==> config.mk <==
export PLATFORM = sky130hd
export DESIGN_NAME = spi_master_param
export DESIGN_NICKNAME = d
export VERILOG_FILES = /design/src/rtl/spi_pkg.sv /design/src/rtl/spi_clk_gen.sv /design/src/rtl/spi_master_param.sv
export SDC_FILE = /design/constraint.sdc
export NUM_CORES = 1
export LEC_CHECK = 0
export ABC_AREA = 1
export BUFFER_PORTS_ARGS = -buffer_cell sky130_fd_sc_hd__buf_2
export CAP_MARGIN = 10
export CORE_UTILIZATION = 43
export DETAILED_ROUTE_END_ITERATION = 12
export GPL_TIMING_DRIVEN = 1
export REMOVE_ABC_BUFFERS = 1
export SKIP_CTS_REPAIR_TIMING = 1
export SLEW_MARGIN = 10
export SYNTH_ARGS = -nofsm -noshare
export SYNTH_HDL_FRONTEND = slang
export SYNTH_HIERARCHICAL = 1
export SYNTH_SLANG_ARGS = --single-unit
==> constraint.sdc <==
create_clock -name clk -period 2.4 [get_ports clk]
set_input_delay 0.36 -clock clk [delete_from_list [all_inputs] [get_ports clk]]
set_output_delay 0.36 -clock clk [all_outputs]
set_load 0.05 [all_outputs]
==> src/rtl/spi_pkg.sv <==
// Shared SPI master types: FSM states, the latched bus mode and width helpers
// used to size chip-select indices and the small internal counters.
package spi_pkg;

    typedef enum logic [1:0] {
        IDLE  = 2'd0,
        SETUP = 2'd1,
        XFER  = 2'd2,
        HOLD  = 2'd3
    } spi_state_t;

    typedef struct packed {
        logic cpol;
        logic cpha;
    } spi_mode_t;

    function automatic int cs_sel_width(input int num_cs);
        return (num_cs > 32'sd1) ? $clog2(num_cs) : 32'sd1;
    endfunction

    // Bits needed to hold 0..max_count-1, never less than one.
    function automatic int cnt_width(input int max_count);
        return (max_count > 32'sd1) ? $clog2(max_count) : 32'sd1;
    endfunction

endpackage

==> src/rtl/spi_clk_gen.sv <==
// SCLK generator: divides clk by CLK_DIV while enabled and flags each
// leading (away from idle) and trailing (back to idle) SCLK transition.
module spi_clk_gen
    import spi_pkg::*;
#(
    parameter int CLK_DIV = 2
) (
    input  logic clk,
    input  logic rst,
    input  logic en,
    input  logic load,
    input  logic load_cpol,
    input  logic cpol,
    output logic lead_stb,
    output logic trail_stb,
    output logic sclk
);

    localparam int DIV_W = cnt_width(CLK_DIV);
    localparam logic [DIV_W-1:0] DIV_LAST = DIV_W'(CLK_DIV - 32'sd1);

    logic [DIV_W-1:0] div_cnt_r;
    logic             sclk_r;
    logic             tick_s;

    // Half-period tick and its classification against the idle level.
    always_comb begin
        tick_s    = en && (div_cnt_r == DIV_LAST);
        lead_stb  = tick_s && (sclk_r == cpol);
        trail_stb = tick_s && (sclk_r != cpol);
    end

    // Divider counter, parked at zero whenever the shift phase is inactive.
    always_ff @(posedge clk) begin
        if (rst) begin
            div_cnt_r <= '0;
        end else if (!en || tick_s) begin
            div_cnt_r <= '0;
        end else begin
            div_cnt_r <= div_cnt_r + DIV_W'(1'b1);
        end
    end

    // SCLK level: preset to the requested idle level on load, toggled on ticks.
    always_ff @(posedge clk) begin
        if (rst) begin
            sclk_r <= 1'b0;
        end else if (load) begin
            sclk_r <= load_cpol;
        end else if (tick_s) begin
            sclk_r <= ~sclk_r;
        end
    end

    assign sclk = sclk_r;

endmodule

==> src/rtl/spi_master_param.sv <==
// Parametrised full-duplex SPI master: start/busy/send_complete handshake,
// four CPOL/CPHA modes, one-hot active-low chip selects, MSB/LSB-first order.
module spi_master_param
    import spi_pkg::*;
#(
    parameter int  DATA_W    = 8,
    parameter int  CLK_DIV   = 2,
    parameter int  NUM_CS    = 1,
    parameter bit  MSB_FIRST = 1'b1,
    localparam int CS_SEL_W  = cs_sel_width(NUM_CS)
) (
    input  logic                clk,
    input  logic                rst,
    input  logic                start,
    input  logic [DATA_W-1:0]   send_data,
    input  logic [CS_SEL_W-1:0] cs_sel,
    input  logic                cpol,
    input  logic                cpha,
    output logic                busy,
    output logic                send_complete,
    output logic [DATA_W-1:0]   recv_data,
    output logic                SCLK,
    output logic                MOSI,
    input  logic                MISO,
    output logic [NUM_CS-1:0]   CS
);

    localparam int PH_W  = cnt_width(CLK_DIV);
    localparam int BIT_W = cnt_width(DATA_W);
    localparam logic [PH_W-1:0]  PH_LAST  = PH_W'(CLK_DIV - 32'sd1);
    localparam logic [BIT_W-1:0] BIT_LAST = BIT_W'(DATA_W - 32'sd1);

    spi_state_t        state_r, state_s;
    spi_mode_t         mode_r;
    logic [PH_W-1:0]   phase_r;
    logic [BIT_W-1:0]  bit_cnt_r;
    logic [DATA_W-1:0] tx_r, rx_r, recv_r;
    logic [NUM_CS-1:0] cs_r;
    logic              busy_r, done_r, mosi_r;
    logic              load_s, finish_s, xfer_s, phase_end_s, last_bit_s;
    logic              lead_stb_s, trail_stb_s, adv_s, samp_s;

    function automatic logic first_bit(input logic [DATA_W-1:0] d);
        return MSB_FIRST ? d[DATA_W-1] : d[0];
    endfunction

    function automatic logic [DATA_W-1:0] shift_out(input logic [DATA_W-1:0] d);
        return MSB_FIRST ? {d[DATA_W-2:0], 1'b0} : {1'b0, d[DATA_W-1:1]};
    endfunction

    function automatic logic [DATA_W-1:0] shift_in(input logic [DATA_W-1:0] d, input logic b);
        return MSB_FIRST ? {d[DATA_W-2:0], b} : {b, d[DATA_W-1:1]};
    endfunction

    // Out-of-range selects leave every line deasserted.
    function automatic logic [NUM_CS-1:0] cs_decode(input logic [CS_SEL_W-1:0] sel);
        logic [NUM_CS-1:0] v;
        v = '1;
        for (int i = 0; i < NUM_CS; i++) begin
            if (sel == CS_SEL_W'(i)) begin
                v[i] = 1'b0;
            end else begin
                v[i] = v[i];
            end
        end
        return v;
    endfunction

    spi_clk_gen #(.CLK_DIV(CLK_DIV)) u_clk_gen (
        .clk       (clk),
        .rst       (rst),
        .en        (xfer_s),
        .load      (load_s),
        .load_cpol (cpol),
        .cpol      (mode_r.cpol),
        .lead_stb  (lead_stb_s),
        .trail_stb (trail_stb_s),
        .sclk      (SCLK)
    );

    // Next-state logic plus the per-cycle control strobes.
    always_comb begin
        state_s     = state_r;
        load_s      = 1'b0;
        finish_s    = 1'b0;
        xfer_s      = (state_r == XFER);
        phase_end_s = (phase_r == PH_LAST);
        last_bit_s  = (bit_cnt_r == BIT_LAST);
        adv_s       = mode_r.cpha ? lead_stb_s : (trail_stb_s && !last_bit_s);
        samp_s      = mode_r.cpha ? trail_stb_s : lead_stb_s;
        case (state_r)
            IDLE: begin
                if (start) begin
                    state_s = SETUP;
                    load_s  = 1'b1;
                end else begin
                    state_s = IDLE;
                end
            end
            SETUP: begin
                if (phase_end_s) state_s = XFER;
                else             state_s = SETUP;
            end
            XFER: begin
                if (trail_stb_s && last_bit_s) state_s = HOLD;
                else                           state_s = XFER;
            end
            HOLD: begin
                if (phase_end_s) begin
                    state_s  = IDLE;
                    finish_s = 1'b1;
                end else begin
                    state_s = HOLD;
                end
            end
            default: state_s = IDLE;
        endcase
    end

    // State register.
    always_ff @(posedge clk) begin
        if (rst) state_r <= IDLE;
        else     state_r <= state_s;
    end

    // SETUP/HOLD dwell counter and trailing-edge bit counter.
    always_ff @(posedge clk) begin
        if (rst) begin
            phase_r   <= '0;
            bit_cnt_r <= '0;
        end else begin
            if ((state_r == SETUP || state_r == HOLD) && !phase_end_s) begin
                phase_r <= phase_r + PH_W'(1'b1);
            end else begin
                phase_r <= '0;
            end
            if (load_s) begin
                bit_cnt_r <= '0;
            end else if (trail_stb_s && !last_bit_s) begin
                bit_cnt_r <= bit_cnt_r + BIT_W'(1'b1);
            end
        end
    end

    // Transfer datapath: capture on start, shift on strobes, publish on finish.
    always_ff @(posedge clk) begin
        if (rst) begin
            busy_r <= 1'b0;
            done_r <= 1'b0;
            recv_r <= '0;
            mosi_r <= 1'b0;
            cs_r   <= '1;
            mode_r <= '0;
            tx_r   <= '0;
            rx_r   <= '0;
        end else begin
            done_r <= finish_s;
            if (load_s) begin
                busy_r      <= 1'b1;
                mode_r.cpol <= cpol;
                mode_r.cpha <= cpha;
                cs_r        <= cs_decode(cs_sel);
                rx_r        <= '0;
                // cpha=0 presents the first bit before the first SCLK edge.
                if (cpha) begin
                    tx_r   <= send_data;
                    mosi_r <= 1'b0;
                end else begin
                    tx_r   <= shift_out(send_data);
                    mosi_r <= first_bit(send_data);
                end
            end else if (finish_s) begin
                busy_r <= 1'b0;
                cs_r   <= '1;
                mosi_r <= 1'b0;
                recv_r <= rx_r;
            end else begin
                if (adv_s) begin
                    mosi_r <= first_bit(tx_r);
                    tx_r   <= shift_out(tx_r);
                end
                if (samp_s) begin
                    rx_r <= shift_in(rx_r, MISO);
                end
            end
        end
    end

    assign busy          = busy_r;
    assign send_complete = done_r;
    assign recv_data     = recv_r;
    assign MOSI          = mosi_r;
    assign CS            = cs_r;

endmodule
==> results of run 1 <==
==> synthesized netlist by cell type <==
cell / number / area share
a211oi_1: 1 / 0.0043
a211oi_2: 2 / 0.014
a21oi_1: 8 / 0.023
a21oi_2: 1 / 0.0050
a31oi_1: 1 / 0.0036
buf_2: 3 / 0.0086
buf_4: 1 / 0.0043
buf_6: 2 / 0.013
clkbuf_1: 2 / 0.0043
dfxtp_1: 38 / 0.43
ha_1: 2 / 0.014
inv_1: 32 / 0.069
inv_2: 1 / 0.0021
nand2_1: 68 / 0.15
nand2_2: 1 / 0.0036
nand2_4: 3 / 0.019
nand3_1: 16 / 0.046
nand3_4: 2 / 0.020
nand4_1: 1 / 0.0036
nor2_1: 32 / 0.069
nor2_4: 2 / 0.013
nor2b_1: 1 / 0.0036
o21ai_0: 22 / 0.063
o22ai_1: 1 / 0.0036
xnor2_1: 1 / 0.0050
xor2_1: 1 / 0.0050
==> report_power, final <==
| part | total [mW] | internal (mW) | leakage, nW | switching (mW) |
|---|---|---|---|---|
| Sequential | 0.670 | 0.654 | 0.309 | 0.0157 |
| Clock | 0.547 | 0.332 | 0.0573 | 0.214 |
| Combinational | 0.166 | 0.0552 | 0.602 | 0.111 |
| Total | 1.38 | 1.04 | 0.969 | 0.341 |
==> final cells by class <==
| type | count | area (µm²) | area share |
|---|---|---|---|
| clock buffer | 6 | 82.6 | 0.0410 |
| clock inverter | 1 | 30.0 | 0.0149 |
| inverter | 33 | 124 | 0.0616 |
| tap | 48 | 60.1 | 0.0299 |
| timing repair buffer | 28 | 143 | 0.0709 |
| sequential | 38 | 761 | 0.378 |
| multi-input combinational | 166 | 812 | 0.404 |
==> final timing paths <==
kind,slack [ns],endpoint,from
worst max-delay path,0.49,tx_r[5]$_SDFFE_PP0P_,state_r[1]$_SDFF_PP0_
worst min-delay path,0.31,CS$_SDFFE_PP1P_,cs_sel
worst max register to register,0.49,tx_r[5]$_SDFFE_PP0P_,state_r[1]$_SDFF_PP0_
worst min register to register,0.44,u_clk_gen/div_cnt_r$_SDFF_PP0_,u_clk_gen/div_cnt_r$_SDFF_PP0_
==> layout by cell type, fill, tap and decap left out <==
cell       instances
nand2_1           68
dfxtp_1           38
inv_1             32
nor2_1            32
buf_2             27
o21ai_0           22
nand3_1           16
a21oi_1            8
clkbuf_8           6
nand2_4            3
nor2_4             2
nand3_4            2
a211oi_2           2
ha_1               2
inv_2              1
nand2_2            1
xor2_1             1
nand4_1            1
a31oi_1            1
a211oi_1           1
o22ai_1            1
bufinv_16          1
buf_4              1
xnor2_1            1
nor2b_1            1
a21oi_2            1
==> cell families after synthesis <==
kind of cell | count (synthesis)
adder cells (fa/ha/maj) | 2
buffers and inverters | 41
XOR/XNOR | 2
flip-flops | 38
AO/OA/AOI/OAI | 36
AND/OR/NAND/NOR | 126
==> critical path: cells and delay by family (launching register included) <==
| kind | cells | cell delay [ns] |
|---|---|---|
| buf+inv | 1 | 0.09 |
| flops | 1 | 0.43 |
| simple gates | 8 | 1.30 |
==> per-stage QoR <==
step           utilization  setup slack [ns]
6_report             0.534             0.486
5_1_grt              0.534             0.205
4_1_cts              0.534             0.498
3_5_place_dp         0.504             0.499
3_3_place_gp         0.504             0.573
2_1_floorplan            -             0.720
==> layer usage <==
layer  track usage  up-vias
li1              -      819
met1         0.234      645
met2         0.316       28
met5             0        -
met3        0.0414        4
met4        0.0652        0
==> sequential cells by signal, indices dropped and copies added (netlist names) <==
register,count
recv_data,8
rx_r,8
tx_r,8
bit_cnt_r,3
mode_r,2
state_r,2
CS,1
MOSI,1
busy,1
phase_end_s,1
send_complete,1
u_clk_gen/div_cnt_r,1
u_clk_gen/sclk,1
==> parameters.txt, run 1 <==
Parameter                              Value

Min path
  Worst hold path class ... in -> reg
  Hold depth ... 3

Detailed routing
  Detailed Route WL ... 3450 µm
  Post-detailed-route count of antenna-violating nets ... 0
  Max layer used ... met4
  Routed len/inst ... 10.8 µm
  Number of search-and-repair iterations in the first detailed-routing pass ... 4
  Drt via density ... 4.68
  M1 wire length ... 1730 µm
  Met2 wire length ... 1530 µm
  Total DRC errors in the routed layout ... 0
  Via count ... 1496
  DR WL met3 ... 142 µm
  Initial DRC count ... 80

Clock network
  CTS tree ... done
  H-tree depth ... 2
  Buffer type at the clock tree root ... clkbuf_8
  Max Buffers Root-to-Sink ... 2
  Clock slew at reported path FFs ... 0.07 ns
  # clock sinks ... 38
  Worst skew pair latency ... 0.28 ns
  CTS Buf Count ... 5

Layout
  Post-route cell area ... 2010 µm²
  Final cell count without fillers ... 320
  Net count reported at finish ... 289
  Number of antenna repair diodes ... 0
  Fraction of final layout cells with drive strength greater than 1 ... 0.173
  Fill cell total of the finished layout ... 375
  Area growth from synthesis to layout ... 15.0%

Placed design
  Routability congestion estimate from global placement ... 0.714
  Detailed Place HPWL ... 2400 µm
  Area of placed instances ... 1900 µm²
  Cell count after placement ... 313
  Count of buffers from port buffering ... 27

Timing
  Final Skew ... 0.00494 ns
  Final clock period utilization by the worst path ... 0.797
  Measured slew at the worst slew-check pin ... 0.337 ns
  Maximum clock rate ... 0.523 GHz
  Finish-stage setup viols ... 0
  Final Slew Violations ... 0
  Unrepaired setup endpoints after global routing ... no
  Worst relative slew slack ... 0.775
  Worst-case hold slack ... 0.308 ns
  Sum of negative setup slack ... 0 ns
  Period minus WS final ... 1.91 ns
  Final hold violation count ... 0

Logic synthesis
  Synth cell types ... 26
  Combinational family with the most area after synthesis ... simple AND/OR/NAND/NOR gates
  Xor/xnor share of the synthesized area ... 0.0100
  Avg Synthesized Cell Area ... 7.14 µm²
  Synth warn ... 6
  Mux contribution to synthesized area ... 0
  Seq/Total Area, Yosys ... 0.435
  Simple-gate area share of the yosys netlist ... 0.323
  Synthesized netlist cell count ... 245
  Adder-cell share of the synthesized area ... 0.0143
  Seq cells post-synth ... 38
  Mapped cell area ... 1750 µm²
  Compound-cell area share of the yosys netlist ... 0.117

Floorplan
  I/O pin count ... 28
  Area of the core ... 3770 µm²
  DIE AREA ... 4330 µm²
  Die height ... 65.8 µm
  Overall die width ... 65.8 µm
  Standard-cell row count ... 22
  Initial standard-cell utilization of the core ... 0.464

Setup path
  Setup crit end kind ... flip-flop
  Critical path required time ... 2.58 ns
  Crit path kind ... reg -> reg
  Category of the worst setup path launch point ... flip-flop
  Critical path fanouts, max ... 14
  Crit path cell chain ... inv_1 -> nor2_1 -> nand2_1 -> nor2_1 -> nand3_1 -> nand3_4 -> nand2_4 -> nor2_1 -> nor2_1
  Most repeated library cell on the critical path ... nor2_1
  Critical path data arrival time ... 2.09 ns
  Worst-path cell with the longest stage delay ... dfxtp_1
  Worst path max stage delay ... 0.43 ns
  Worst Reg-to-Reg Cells ... 9

Power and ir drop
  Total power consumption of the routed design ... 1.38 mW
  Pwr Density ... 687 nW/µm²
  Static Leakage ... 0.969 nW
  Highest ir drop seen on vdd ... 0.324 mV

Global routing
  Vias in the first global route ... 1435
  Maximum number of pins on one net before global-route repair ... 18
  Wire length of the first global-routing pass ... 6230 µm
  Grt ovf ... 0
  Gr usage total ... 0.188
  Initial antenna violation count ... 0

Flow run
  Max capacitance violation total ... 0

Run status
  Outcome ... complete, no violations
Note: power is estimated with default switching activity, not from simulation.
==> run 2: changes to the inputs <==
- PLACE_DENSITY: default -> 0.66
- clock period: 2.4 -> 1.54 ns (I/O delays scaled with it)
==> parameters.txt, run 2 (synthesized netlist as in run 1, its figures left out) <==
Parameter                              Value

Setup path
  Beginning of the critical path ... state_r[1]$_SDFF_PP0_
  Setup crit end kind ... flip-flop
  Worst path max stage delay ... 0.33 ns
  Critical path required time ... 1.74 ns
  Worst Reg-to-Reg Cells ... 9
  Crit path cell chain ... inv_1 -> nor2_1 -> nand2_1 -> nor2_2 -> nand2_1 -> nand2_1 -> nand2_4 -> o21ai_0 -> nor2_1
  Setup slack, reg-to-reg ... 0.12 ns
  Worst reg2reg endpoint ... rx_r[2]$_SDFFE_PP0P_
  Worst Setup EP ... rx_r[2]$_SDFFE_PP0P_
  Crit path kind ... reg -> reg
  Critical path data arrival time ... 1.62 ns
  Worst-path cell with the longest stage delay ... dfxtp_1
  Critical path fanouts, max ... 15
  Category of the worst setup path launch point ... flip-flop
  Most repeated library cell on the critical path ... nand2_1
  Reg-to-reg startpoint ... state_r[1]$_SDFF_PP0_

Power and ir drop
  Static Leakage ... 1.01 nW
  Pwr Density ... 1020 nW/µm²
  Highest ir drop seen on vdd ... 0.584 mV

Global routing
  Gr usage total ... 0.188
  Maximum number of pins on one net before global-route repair ... 18
  Vias in the first global route ... 1405
  Initial antenna violation count ... 0
  Grt ovf ... 0
  Wire length of the first global-routing pass ... 6060 µm

Timing
  Worst relative slew slack ... 0.815
  Final clock period utilization by the worst path ... 0.923
  Unrepaired setup endpoints after global routing ... yes
  Final Slew Violations ... 0
  Finish-stage setup viols ... 0
  Period minus WS final ... 1.42 ns
  Final Skew ... 0.00585 ns
  Worst-case hold slack ... 0.164 ns
  Measured slew at the worst slew-check pin ... 0.278 ns
  Maximum clock rate ... 0.704 GHz
  Final hold violation count ... 0

Detailed routing
  Drt via density ... 4.66
  Number of search-and-repair iterations in the first detailed-routing pass ... 4
  Via count ... 1523
  Post-detailed-route count of antenna-violating nets ... 0
  Initial DRC count ... 88
  Detailed Route WL ... 3490 µm
  Routed len/inst ... 10.7 µm
  Total DRC errors in the routed layout ... 0

Min path
  Worst hold path class ... in -> reg
  Hold Path Origin ... cs_sel

Layout
  Most frequent cells in the layout ... nand2_1 (68), dfxtp_1 (38), inv_1 (31)
  Net count reported at finish ... 295
  Area growth from synthesis to layout ... 19.2%
  Leading cell type in the layout, fill and taps excluded ... nand2_1
  Number of antenna repair diodes ... 0
  Fin util ... 0.553
  Fraction of final layout cells with drive strength greater than 1 ... 0.226

Placed design
  Detailed Place HPWL ... 2410 µm
  Count of buffers from port buffering ... 27
  Routability congestion estimate from global placement ... 0.765

Clock network
  CTS Buf Count ... 5
  Worst skew pair latency ... 0.30 ns
  H-tree depth ... 2
  Max Buffers Root-to-Sink ... 2
  Buffer type at the clock tree root ... clkbuf_8
  Clock slew at reported path FFs ... 0.08 ns
  CTS tree ... done
  # clock sinks ... 38

Floorplan
  Standard-cell row count ... 22
  Initial standard-cell utilization of the core ... 0.464
  DIE AREA ... 4330 µm²
  Overall die width ... 65.8 µm
  Area of the core ... 3770 µm²
  I/O pin count ... 28
  Die height ... 65.8 µm

Flow run
  Max capacitance violation total ... 0

Run status
  Outcome ... complete, no violations
-- run 2: worst min path at each step --
stage | endpoint | slack, ns | cells past startpoint
2_1_floorplan | busy$_SDFFE_PP0P_ | 0.30 | 1
3_3_place_gp | u_clk_gen/div_cnt_r$_SDFF_PP0_ | 0.43 | 1
3_5_place_dp | u_clk_gen/div_cnt_r$_SDFF_PP0_ | 0.44 | 1
4_1_cts | CS$_SDFFE_PP1P_ | 0.16 | 3
5_1_grt | CS$_SDFFE_PP1P_ | 0.19 | 3
6_report | CS$_SDFFE_PP1P_ | 0.16 | 3
-- run 2: final cells by class --
cell class,count,area (µm²)
clock buffer,8,110
fill,377,1690
inverter,33,124
multi-input combinational,166,842
sequential,38,761
tap,48,60.1
timing repair buffer,34,188
-- run 2: through the flow --
stage	setup slack [ns]	power (mW)	TNS (ns)	instances	cell area [µm²]
after global routing	-0.0146	2.23	-0.0483	327	2080
final	0.119	2.12	0	327	2080
after detailed placement	0.0476	1.33	0	319	1940
after floorplan	-0.140	1.25	-1.95	237	1700
after CTS	0.0387	2.13	0	327	2050
after global placement	0.0804	1.33	0	319	1940
-- run 2: metal layers --
metal / share of wire / wire, µm / vias to the layer above / GRT usage
li1: - / - / 828 / -
met1: 0.51 / 1780 / 665 / 0.230
met2: 0.43 / 1500 / 21 / 0.295
met3: 0.036 / 127 / 9 / 0.0569
met4: 0.022 / 76 / 0 / 0.0978
met5: 0 / 0 / - / 0
-- run 2: worst max-delay path: cells and delay by family, from the launching register on --
family / cells / cell delay, ns
compound gates: 1 / 0.18
buf+inv: 1 / 0.05
flops: 1 / 0.33
simple gates: 7 / 0.76
-- run 2: report_power, final --
part | internal, mW | total, mW | switching, mW
sequential | 1.02 | 1.04 | 0.0203
clock | 0.452 | 0.799 | 0.347
combinational | 0.0999 | 0.281 | 0.181
==> run 3: changes to the inputs <==
- CORE_ASPECT_RATIO: default -> 1.4
- CORE_UTILIZATION: 43 -> 45
- PLACE_DENSITY: 0.66 -> 0.68
==> parameters.txt, run 3 (synthesized netlist as in run 1, its figures left out) <==
Parameter                              Value

Setup path
  Most repeated library cell on the critical path ... nand2_1
  Worst-path cell with the longest stage delay ... dfxtp_1
  Setup slack, reg-to-reg ... 0.11 ns
  Critical path required time ... 1.72 ns
  Setup crit end kind ... flip-flop
  Critical path fanouts, max ... 15
  Critical path data arrival time ... 1.61 ns
  Crit path kind ... reg -> reg
  Worst Reg-to-Reg Cells ... 8
  Crit path cell chain ... nor2_2 -> nand2_2 -> nor2_4 -> nand2_1 -> nand2_1 -> nand2_4 -> o21ai_0 -> a21oi_1
  Category of the worst setup path launch point ... flip-flop
  Worst reg2reg endpoint ... rx_r[3]$_SDFFE_PP0P_
  Combined buffer and inverter count along the critical path ... 0
  CP top delay family ... simple AND/OR/NAND/NOR gates
  Reg-to-reg startpoint ... state_r[0]$_SDFF_PP0_
  Worst path max stage delay ... 0.35 ns

Timing
  Final hold violation count ... 0
  Final Slew Violations ... 0
  Finish-stage setup viols ... 0
  Sum of negative setup slack ... 0 ns
  Period minus WS final ... 1.43 ns
  Measured slew at the worst slew-check pin ... 0.270 ns
  Final Skew ... 0.00744 ns
  Worst relative slew slack ... 0.820
  Maximum clock rate ... 0.700 GHz
  Final clock period utilization by the worst path ... 0.928

Detailed routing
  M1 wire length ... 1580 µm
  Initial DRC count ... 45
  Total DRC errors in the routed layout ... 0
  Via count ... 1527
  Routed len/inst ... 10.5 µm
  Number of search-and-repair iterations in the first detailed-routing pass ... 4
  DR WL met3 ... 121 µm
  Met2 wire length ... 1600 µm
  Drt via density ... 4.76
  Post-detailed-route count of antenna-violating nets ... 0
  Detailed Route WL ... 3380 µm
  Max layer used ... met4

Clock network
  Buffer type at the clock tree root ... clkbuf_8
  H-tree depth ... 2
  Clock slew at reported path FFs ... 0.07 ns
  # clock sinks ... 38
  CTS tree ... done
  Max Buffers Root-to-Sink ... 2
  Worst skew pair latency ... 0.29 ns
  CTS Buf Count ... 5

Min path
  End point of the most critical hold path ... CS$_SDFFE_PP1P_
  Worst hold path class ... in -> reg
  Hold depth ... 3
  Hold Path Origin ... cs_sel

Floorplan
  Standard-cell row count ... 26
  Overall die width ... 54.7 µm
  DIE AREA ... 4140 µm²
  Area of the core ... 3680 µm²
  Die height ... 75.8 µm
  Initial standard-cell utilization of the core ... 0.476
  I/O pin count ... 28

Global routing
  Wire length of the first global-routing pass ... 5580 µm
  Grt ovf ... 0
  Initial antenna violation count ... 0
  Maximum number of pins on one net before global-route repair ... 18
  Gr usage total ... 0.188
  Vias in the first global route ... 1326

Placed design
  Area of placed instances ... 1930 µm²
  Count of buffers from port buffering ... 27
  Cell count after placement ... 312
  Detailed Place HPWL ... 2400 µm
  Routability congestion estimate from global placement ... 0.768

Layout
  Area growth from synthesis to layout ... 18.7%
  Net count reported at finish ... 295
  Number of antenna repair diodes ... 0
  Most frequent cells in the layout ... nand2_1 (67), dfxtp_1 (37), inv_1 (31)
  Final cell count without fillers ... 321
  Post-route cell area ... 2080 µm²
  Fraction of final layout cells with drive strength greater than 1 ... 0.219
  Leading cell type in the layout, fill and taps excluded ... nand2_1

Power and ir drop
  Static Leakage ... 1.00 nW
  Switching power ... 543 µW
  Sequential power share ... 0.487
  Clock network fraction of total power ... 0.385
  Share of power burned in combinational logic ... 0.128
  Fraction of power spent switching nets ... 0.253
  Highest ir drop seen on vdd ... 1.07 mV
  Internal cell power ... 1.60 mW
  Pwr Density ... 1030 nW/µm²

Flow run
  Max capacitance violation total ... 0

Run status
  Outcome ... complete, no violations
[run 3: worst max-delay path by stage]
stage	from	to	slack, ns	cells after the start
detailed placement	state_r[1]$_SDFF_PP0_	tx_r[6]$_SDFFE_PP0P_	0.07	9
floorplan	u_clk_gen/sclk$_SDFFE_PP0P_	tx_r[1]$_SDFFE_PP0P_	-0.14	8
global placement	state_r[1]$_SDFF_PP0_	rx_r[3]$_SDFFE_PP0P_	0.1	9
CTS	state_r[1]$_SDFF_PP0_	rx_r[4]$_SDFFE_PP0P_	0.04	9
finish	state_r[0]$_SDFF_PP0_	rx_r[3]$_SDFFE_PP0P_	0.11	8
global route	state_r[1]$_SDFF_PP0_	rx_r[3]$_SDFFE_PP0P_	-0.01	9
[run 3: area by class of cell]
| cell class | count | area, µm² |
|---|---|---|
| Clock buffer | 7 | 76.3 |
| Clock inverter | 1 | 30.0 |
| Fill cell | 369 | 1600 |
| Inverter | 33 | 124 |
| Multi-Input combinational cell | 166 | 843 |
| Sequential cell | 38 | 762 |
| Tap cell | 42 | 52.6 |
| Timing Repair Buffer | 34 | 188 |
[run 3: power by group through the flow]
| stage | combinational [mW] | clock (mW) | sequential [mW] |
|---|---|---|---|
| 6_report | 0.276 | 0.827 | 1.04 |
| 5_1_grt | 0.317 | 0.881 | 1.05 |
| 4_1_cts | 0.265 | 0.853 | 1.04 |
| 3_5_place_dp | 0.263 | 0 | 1.06 |
| 3_3_place_gp | 0.262 | 0 | 1.06 |
| 2_1_floorplan | 0.156 | 0 | 1.09 |
[run 3: worst register-to-register path, cell delays in order, from the launching register on]
cell and delay (ns):
dfxtp_1 0.35, nor2_2 0.15, nand2_2 0.11, nor2_4 0.15
nand2_1 0.06, nand2_1 0.10, nand2_4 0.12, o21ai_0 0.22
a21oi_1 0.06
[run 3: per-stage QoR]
| step | hold slack, ns | worst slack [ns] | power (mW) | util |
|---|---|---|---|---|
| 6_report | 0.166 | 0.111 | 2.15 | 0.565 |
| 4_1_cts | 0.159 | 0.0385 | 2.16 | 0.554 |
| 2_1_floorplan | 0.300 | -0.140 | 1.25 | - |
| 5_1_grt | 0.184 | -0.0131 | 2.25 | 0.565 |
| 3_3_place_gp | 0.436 | 0.0970 | 1.33 | 0.525 |
| 3_5_place_dp | 0.441 | 0.0695 | 1.33 | 0.525 |
[run 3: metal layers]
layer | vias up | track usage
li1 | 831 | -
met4 | 0 | 0.0940
met1 | 661 | 0.223
met5 | - | 0
met2 | 28 | 0.313
met3 | 7 | 0.0359
